--- src/rtl/dlfloat_mul_pipe.sv ---
// dlfloat_mul_pipe: three-stage pipelined DLFloat multiplier.
// Zero and all-ones exponents are operand classes (no denormals); specials
// collapse to one all-ones encoding. A single stage enable advances the whole
// pipe, so a stalled result freezes every stage behind it.
module dlfloat_mul_pipe #(
  parameter int EXP_W = 6,
  parameter int MAN_W = 9,
  parameter int ID_W  = 4
) (
  input  logic                   clk,
  input  logic                   rst_n,
  input  logic                   in_valid,
  output logic                   in_ready,
  input  logic [EXP_W+MAN_W:0]   a,
  input  logic [EXP_W+MAN_W:0]   b,
  input  logic                   rnd_mode,
  input  logic [ID_W-1:0]        in_id,
  output logic                   out_valid,
  input  logic                   out_ready,
  output logic [EXP_W+MAN_W:0]   c_mul,
  output logic [ID_W-1:0]        out_id,
  output logic [4:0]             exception_flags
);

  localparam int W  = 1 + EXP_W + MAN_W;
  localparam int EW = EXP_W + 2;       // wide enough that ea+eb-BIAS+2 never wraps
  localparam int SW = MAN_W + 1;
  localparam int PW = 2 * SW;
  localparam logic [EXP_W-1:0]    EXP_ONES = '1;
  localparam logic [EXP_W-1:0]    EXP_MAX  = {{(EXP_W-1){1'b1}}, 1'b0};
  localparam logic signed [EW-1:0] BIAS_X  = EW'((2 ** (EXP_W - 1)) - 1);
  localparam logic signed [EW-1:0] E_OVF   = EW'((2 ** EXP_W) - 1);

  typedef enum logic [1:0] {K_NORM, K_ZERO, K_SPEC, K_INV} kind_t;

  logic adv, accept;
  assign adv      = ~(out_valid & ~out_ready);
  assign in_ready = adv;
  assign accept   = in_valid & in_ready;

  // operand classification and exponent sum feeding stage 1
  logic [EXP_W-1:0] ea, eb;
  logic a_zero, b_zero, a_spec, b_spec;
  kind_t kind_in;
  logic signed [EW-1:0] esum;

  assign ea     = a[W-2 -: EXP_W];
  assign eb     = b[W-2 -: EXP_W];
  assign a_zero = (ea == '0);
  assign b_zero = (eb == '0);
  assign a_spec = (ea == EXP_ONES);
  assign b_spec = (eb == EXP_ONES);
  assign esum   = $signed({2'b00, ea}) + $signed({2'b00, eb}) - BIAS_X;

  // priority order: invalid (special x zero), special, zero, normal
  always_comb begin
    kind_in = K_NORM;
    if ((a_spec && b_zero) || (a_zero && b_spec)) kind_in = K_INV;
    else if (a_spec || b_spec)                    kind_in = K_SPEC;
    else if (a_zero || b_zero)                    kind_in = K_ZERO;
  end

  logic                  v1, v2;
  kind_t                 k1, k2;
  logic                  sg1, sg2;
  logic signed [EW-1:0]  e1, e2;
  logic [SW-1:0]         ma1, mb1;
  logic [PW-1:0]         p2;
  logic                  r1, r2;
  logic [ID_W-1:0]       id1, id2;

  // stages 1 and 2: register classified operands, then the full product
  always_ff @(posedge clk) begin
    if (!rst_n) begin
      v1 <= 1'b0; k1 <= K_NORM; sg1 <= 1'b0; e1 <= '0; ma1 <= '0; mb1 <= '0;
      r1 <= 1'b0; id1 <= '0;
      v2 <= 1'b0; k2 <= K_NORM; sg2 <= 1'b0; e2 <= '0; p2 <= '0;
      r2 <= 1'b0; id2 <= '0;
    end else if (adv) begin
      v1  <= accept;
      k1  <= kind_in;
      sg1 <= a[W-1] ^ b[W-1];
      e1  <= esum;
      ma1 <= {1'b1, a[MAN_W-1:0]};
      mb1 <= {1'b1, b[MAN_W-1:0]};
      r1  <= rnd_mode;
      id1 <= in_id;
      v2  <= v1;
      k2  <= k1;
      sg2 <= sg1;
      e2  <= e1;
      p2  <= ma1 * mb1;
      r2  <= r1;
      id2 <= id1;
    end
  end

  // normalise: product of two [1,2) significands lies in [1,4)
  logic [PW-2:0]        p_norm;
  logic signed [EW-1:0] e_n, e_r;
  logic [MAN_W-1:0]     man_t;
  logic                 guard, sticky, inc;
  logic [MAN_W:0]       man_r;
  logic                 ovf, unf;

  assign p_norm = p2[PW-1] ? p2[PW-2:0] : {p2[PW-3:0], 1'b0};
  assign e_n    = e2 + $signed({{(EW-1){1'b0}}, p2[PW-1]});
  assign man_t  = p_norm[PW-2 -: MAN_W];
  assign guard  = p_norm[PW-2-MAN_W];
  assign sticky = |p_norm[PW-3-MAN_W:0];
  assign inc    = r2 & guard & (sticky | man_t[0]);
  assign man_r  = {1'b0, man_t} + {{MAN_W{1'b0}}, inc};
  // a rounding carry leaves man_r[MAN_W-1:0] at zero, only the exponent moves
  assign e_r    = e_n + $signed({{(EW-1){1'b0}}, man_r[MAN_W]});
  assign ovf    = (e_r >= E_OVF);
  assign unf    = e_r[EW-1] | (e_r == '0);

  logic [W-1:0] res_c;
  logic [4:0]   res_f;

  // result selection and saturation; flags are {inv, inx, ovf, unf, dz}
  always_comb begin
    res_c = '0;
    res_f = 5'b00000;
    case (k2)
      K_INV: begin
        res_c = '1;
        res_f = 5'b10000;
      end
      K_SPEC: res_c = '1;
      K_ZERO: res_c = {sg2, {(W-1){1'b0}}};
      default: begin
        if (ovf) begin
          res_c = {sg2, EXP_MAX, {MAN_W{1'b1}}};
          res_f = 5'b01100;
        end else if (unf) begin
          res_c = {sg2, {(W-1){1'b0}}};
          res_f = 5'b01010;
        end else begin
          res_c = {sg2, e_r[EXP_W-1:0], man_r[MAN_W-1:0]};
          res_f = {1'b0, guard | sticky, 3'b000};
        end
      end
    endcase
  end

  // stage 3: output register, held while the consumer stalls
  always_ff @(posedge clk) begin
    if (!rst_n) begin
      out_valid       <= 1'b0;
      c_mul           <= '0;
      out_id          <= '0;
      exception_flags <= '0;
    end else if (adv) begin
      out_valid <= v2;
      if (v2) begin
        c_mul           <= res_c;
        out_id          <= id2;
        exception_flags <= res_f;
      end
    end
  end

endmodule

--- config.mk ---
export PLATFORM = sky130hd
export DESIGN_NAME = dlfloat_mul_pipe
export DESIGN_NICKNAME = d
export VERILOG_FILES = /design/src/rtl/dlfloat_mul_pipe.sv
export SDC_FILE = /design/constraint.sdc
export NUM_CORES = 1
export LEC_CHECK = 0
export BUFFER_PORTS_ARGS = -buffer_cell sky130_fd_sc_hd__buf_4
export CORE_MARGIN = 2
export CORE_UTILIZATION = 55
export CTS_CLUSTER_SIZE = 30
export DETAILED_ROUTE_END_ITERATION = 6
export MAX_ROUTING_LAYER = met4
export PLACE_DENSITY = 0.74
export SYNTH_ARGS = -nofsm -noshare
export SYNTH_HDL_FRONTEND = slang
export SYNTH_SLANG_ARGS = --single-unit
--- constraint.sdc ---
create_clock -name clk -period 8.5 [get_ports clk]
set_input_delay 0.85 -clock clk [delete_from_list [all_inputs] [get_ports clk]]
set_output_delay 0.85 -clock clk [all_outputs]
set_load 0.03 [all_outputs]
# ---- Word-level counts from Yosys, hierarchy flattened
# Index checks and enable logic that the tools add are counted.
# Widths: inputs -> output; s select.
dict set report totals {
  ff_bits 100
  inputBits 41
  out_inout_bits 27
  elab_cells 63
}
dict set report op_classes {
  addsub 5
  n_mul 1
  order_cmp 1
  eq_ne 5
  muxes 10
  n_bitwise 10
  reduce_logical 12
}
# operator count
set op_table {}
lappend op_table {{$pmux 16 s2} 1}
lappend op_table {{$mux 15} 2}
lappend op_table {{$mul 10x10->20} 1}
lappend op_table {{$mux 19} 1}
lappend op_table {{$add 8x2->8} 2}
lappend op_table {{$eq 6x6->1 const B} 2}
lappend op_table {{$logic_not 6->1} 2}
lappend op_table {{$add 9x1->10} 1}
lappend op_table {{$pmux 5 s2} 1}
lappend op_table {{$reduce_or 9->1} 1}
lappend op_table {{$ge 8x7->1 const B} 1}
lappend op_table {{$logic_not 8->1} 1}
lappend op_table {{$mux 4} 2}
lappend op_table {{$sub 7x5->8 const B} 1}
lappend op_table {{$add 6x6->7} 1}
lappend op_table {{$and 1x1->1} 4}
lappend op_table {{$eq 2x2->1 const B} 2}
lappend op_table {{$mux 2} 2}
lappend op_table {{$reduce_or 2->1} 2}
lappend op_table {{$logic_or 1x1->1} 3}
lappend op_table {{$or 1x1->1} 3}
lappend op_table {{$eq 2x1->1 const B} 1}
lappend op_table {{$logic_and 1x1->1} 2}
lappend op_table {{$not 1->1} 2}
lappend op_table {{3 further kinds} 3}

# ---- Logic depth before layout (Yosys ltp)
dict set report logic_depth {
  depth_word 11
  ltp_mapped 19
  depth_no_buf 18
}

# ---- Least setup slack after synthesis
# No wires, ideal clock.
dict set report synth_path {
  kind {flip-flop to flip-flop}
  startpoint {register mb1[3]}
  endpoint {register p2[13]}
  setup_time_ps 86
  t_arrival_ps 4893
  setup_slack_ps 3522
  path_stages_with_launch 20
  n_path_buf 1
  path_cell_list {dfxtp_1 -> clkbuf_1 -> nand2_1 -> fa_1 -> inv_1 -> fa_1 -> inv_1 -> fa_1 -> inv_1 -> fa_1 -> inv_1 -> fa_1 -> inv_1 -> ha_1 -> a21o_1 -> a211o_1 -> a211oi_2 -> o31ai_1 -> xnor2_1 -> a211oi_1}
}
dict set report synth_via {
  elab_chain_len 1
}
# item line_no
set synth_rtl {}
lappend synth_rtl {{start, declared} 67} ;# logic [SW-1:0] ma1, mb1;
lappend synth_rtl {{start signal, assigned} 85} ;# mb1 <= {1'b1, b[MAN_W-1:0]};
lappend synth_rtl {{$mul 10x10->20} 92} ;# p2 <= ma1 * mb1;
lappend synth_rtl {{end signal, assigned} 92}
lappend synth_rtl {{end, declared} 68} ;# logic [PW-1:0] p2;
# No other way between the ends.
# A chain may end at the register's enable or synchronous reset.

# ---- Worst setup path in the final report
dict set report layout_path {
  startpoint {register ma1[5]}
  endpoint {register p2[13]}
}
dict set report layout_via {
  elab_chain_len 1
}
# item line_no
set layout_rtl {}
lappend layout_rtl {{start, declared} 67}
lappend layout_rtl {{start signal, assigned} 84} ;# ma1 <= {1'b1, a[MAN_W-1:0]};
lappend layout_rtl {{$mul 10x10->20} 92}
# No other way between the ends.

==> flow_metrics.tcl <==
set metrics [dict create \
    status "complete, no violations" \
    synth_compound_gate_area_share 0.157 \
    timing.final.max_slew_violations 0 \
    hold_path_class "reg2reg" \
    overflow 0 \
    max_clock_freq_ghz 0.191 \
    wire_per_inst_um 14.5 \
    syn_inst 949 \
    tns_ps 0 \
    synth_common_cells "nand2_1 (188), a21oi_1 (99), dfxtp_1 (98), inv_1 (72), ha_1 (69)" \
    port_buffers 66 \
    cts_tree "done" \
    die_x_um 123 \
    syn_to_final_growth_pct 10.1 \
    synth_top_area_cell "dfxtp_1" \
    start_util 0.563 \
    synth_seq_cells 98 \
    critPathRequiredTime_ps 8770 \
    synth_flop_cell "dfxtp_1" \
    synth-seq-area-share 0.251 \
    grt_max_degree 71 \
    synth_warnings 0 \
    cts_root_buf "clkbuf_16" \
    n_antenna_cell 0 \
    yosys.area_share.adder 0.275 \
    groute.usage.overall 0.243 \
    synth_area_um2 7810 \
    yosysUniqueCellTypes 66 \
    cts_made_buffers 9 \
    wl_met1_um 8230 \
    antenna_found_initial 0 \
    drt_first_pass_iters 5 \
    final_area_um2 8600 \
    worst_pin_slew_ps 723 \
    synth_edf_count 0 \
    dr_total_vias 6293 \
    routed_wl_um 16700 \
    via_per_inst 5.47 \
    drive_gt1_frac 0.108 \
    synth_top_area_frac 0.251 \
    cts_sinks 98 \
    hold_viol 0 \
    cp-start-kind "register" \
    core_area_um2 13900 \
    die_area_um2 15200 \
    yosysMostFrequentCell "nand2_1" \
    place_hpwl_um 12500 \
    clockBufferDepth 2 \
    maxCapViolCount 0 \
    end_kind "register" \
    synth.area.top_cells "dfxtp_1 (25%), fa_1 (16%), ha_1 (11%)" \
    grt_pass1_vias 6005 \
    synth_top_family_by_area "adder cells" \
    postRouteAntennaNets 0 \
    synth_xor_area_frac 0.0303 \
    postCtsHoldBufs 0 \
    grt_first_pass_wirelength_um 28700 \
    synthArstFlopShare 0 \
    slew_headroom 0.518 \
    htree_levels 3 \
    timing.final.crit_share 0.615 \
    cts_setup_buffers 0 \
    placed_cell_area_um2 8310 \
    maxUsedRoutingLayer "met4" \
    route.detailed.drc 0 \
    drt_iter0_markers 346 \
    fp.dieH_um 123 \
    synth_mux_area_frac 0.00416 \
    worst-path-max-fanout 11 \
    row_count 43 \
    setup_viol 0 \
    yosys.area_share.simple 0.213 \
    place_congestion 0.911 \
    p_per_area_nw_per_um2 153 \
    met3_length_um 569 \
    syn-num-nets 1123 \
    postSynthAreaPerCell_um2 8.23 \
    period_needed_ps 5220 \
    clkTransAtPathRegs_ps 70 \
    ir_drop_v 0.0000850 \
    cts_resized 0 \
    power.leakage_nw 4.07 \
    rsz0062_at_grt "no" \
    ios 68 \
    critPathKind "reg2reg" \
    fin_skew_ps 8.77 \
    cp.arrival_ps 5500 \
    clk_latency_ps 370 \
    met2RoutedLength_um 7720 \
    fin_nets 1140 \
]
cell type report:
cell class	count	area, um^2
multi-input cells	714	5320
fillers	1243	5280
flip-flops and latches	98	1960
repair buffers	70	526
inverters	73	274
clock buffers	9	225
well taps	180	225
clock inverters	7	73.8
cell families (layout without fill, tap and decap cells):
group	Yosys count	in the layout
compound gates	198	198
xor+xnor	27	27
simple gates	352	352
fa+ha+maj	133	133
mux	3	3
other cells	1	1
flops	98	98
buf+inv	137	159
critical path: stages (launching register included):
cell and delay [ps]:
dfxtp_1 540, nand2_1 130, fa_1 540, inv_1 50, fa_1 500, inv_1 50, fa_1 470, inv_1 50
fa_1 520, inv_1 50, fa_1 520, inv_1 40, ha_1 360, a21o_1 210, a211o_1 260, a211oi_2 320
o31ai_1 120, xnor2_1 140, a211oi_1 240
layer usage:
metal / global-route usage / up-vias
met5: - / -
met4: 0.0689 / 0
met3: 0.0438 / 18
met2: 0.373 / 113
met1: 0.331 / 2978
li1: - / 3184
flip-flops by register name, summed over array words and instances, names as in the netlist, 4 cells and up:
name / cells
e2: 8
out_id: 4
e1: 8
ma1: 10
c_mul: 16
id2: 4
id1: 4
exception_flags: 4
p2: 20
mb1: 9
report_power, final:
| group | total [mW] | internal, mW | switching [mW] |
|---|---|---|---|
| sequential | 0.547 | 0.496 | 0.0512 |
| clock | 0.416 | 0.209 | 0.207 |
| combinational | 0.356 | 0.155 | 0.201 |
| total | 1.32 | 0.861 | 0.459 |
path summary, 6_finish.rpt:
check / start / endpoint / slack [ps] / cells past startpoint
setup / recovery: ma1[5] / p2[13] / 3280 / 18
hold / removal: p2[3] / p2[3] / 450 / 2
hold reg to reg: p2[3] / p2[3] / 450 / 2
setup reg to reg: ma1[5] / p2[13] / 3280 / 18
cell usage in the layout, fill, tap and decap left out, drive strengths merged, types with 2 or more instances in the layout:
| cell type | instances |
|---|---|
| a211o | 3 |
| a211oi | 15 |
| a21boi | 2 |
| a21o | 11 |
| a21oi | 101 |
| a221oi | 2 |
| a22oi | 2 |
| a31oi | 9 |
| and2 | 67 |
| and3 | 3 |
| and4 | 3 |
| buf | 70 |
| clkbuf | 9 |
| clkinv | 2 |
| dfxtp | 98 |
| fa | 64 |
| ha | 69 |
| inv | 78 |
| mux2 | 2 |
| nand2 | 188 |
| nand3 | 22 |
| nand4 | 10 |
| nand4b | 3 |
| nor2 | 30 |
| nor2b | 4 |
| nor3 | 6 |
| nor3b | 2 |
| nor4 | 4 |
| o211a | 3 |
| o211ai | 9 |
| o21ai | 26 |
| o21bai | 3 |
| o311ai | 2 |
| o31ai | 3 |
| or3 | 3 |
| xnor2 | 23 |
| xor2 | 4 |
per-stage QoR:
step | total power, mW | instances | hold WS (ps) | utilization | setup slack [ps]
finish | 1.32 | 1151 | 454 | 0.620 | 3280
global route | 1.41 | 1151 | 471 | 0.620 | 2910
CTS | 1.33 | 1151 | 454 | 0.620 | 3260
detailed placement | 0.911 | 1135 | 444 | 0.598 | 3290
global placement | 0.907 | 1135 | 440 | 0.598 | 3390
floorplan | 0.820 | 949 | 431 | - | 3520
Power figures use the tool's default switching activity.
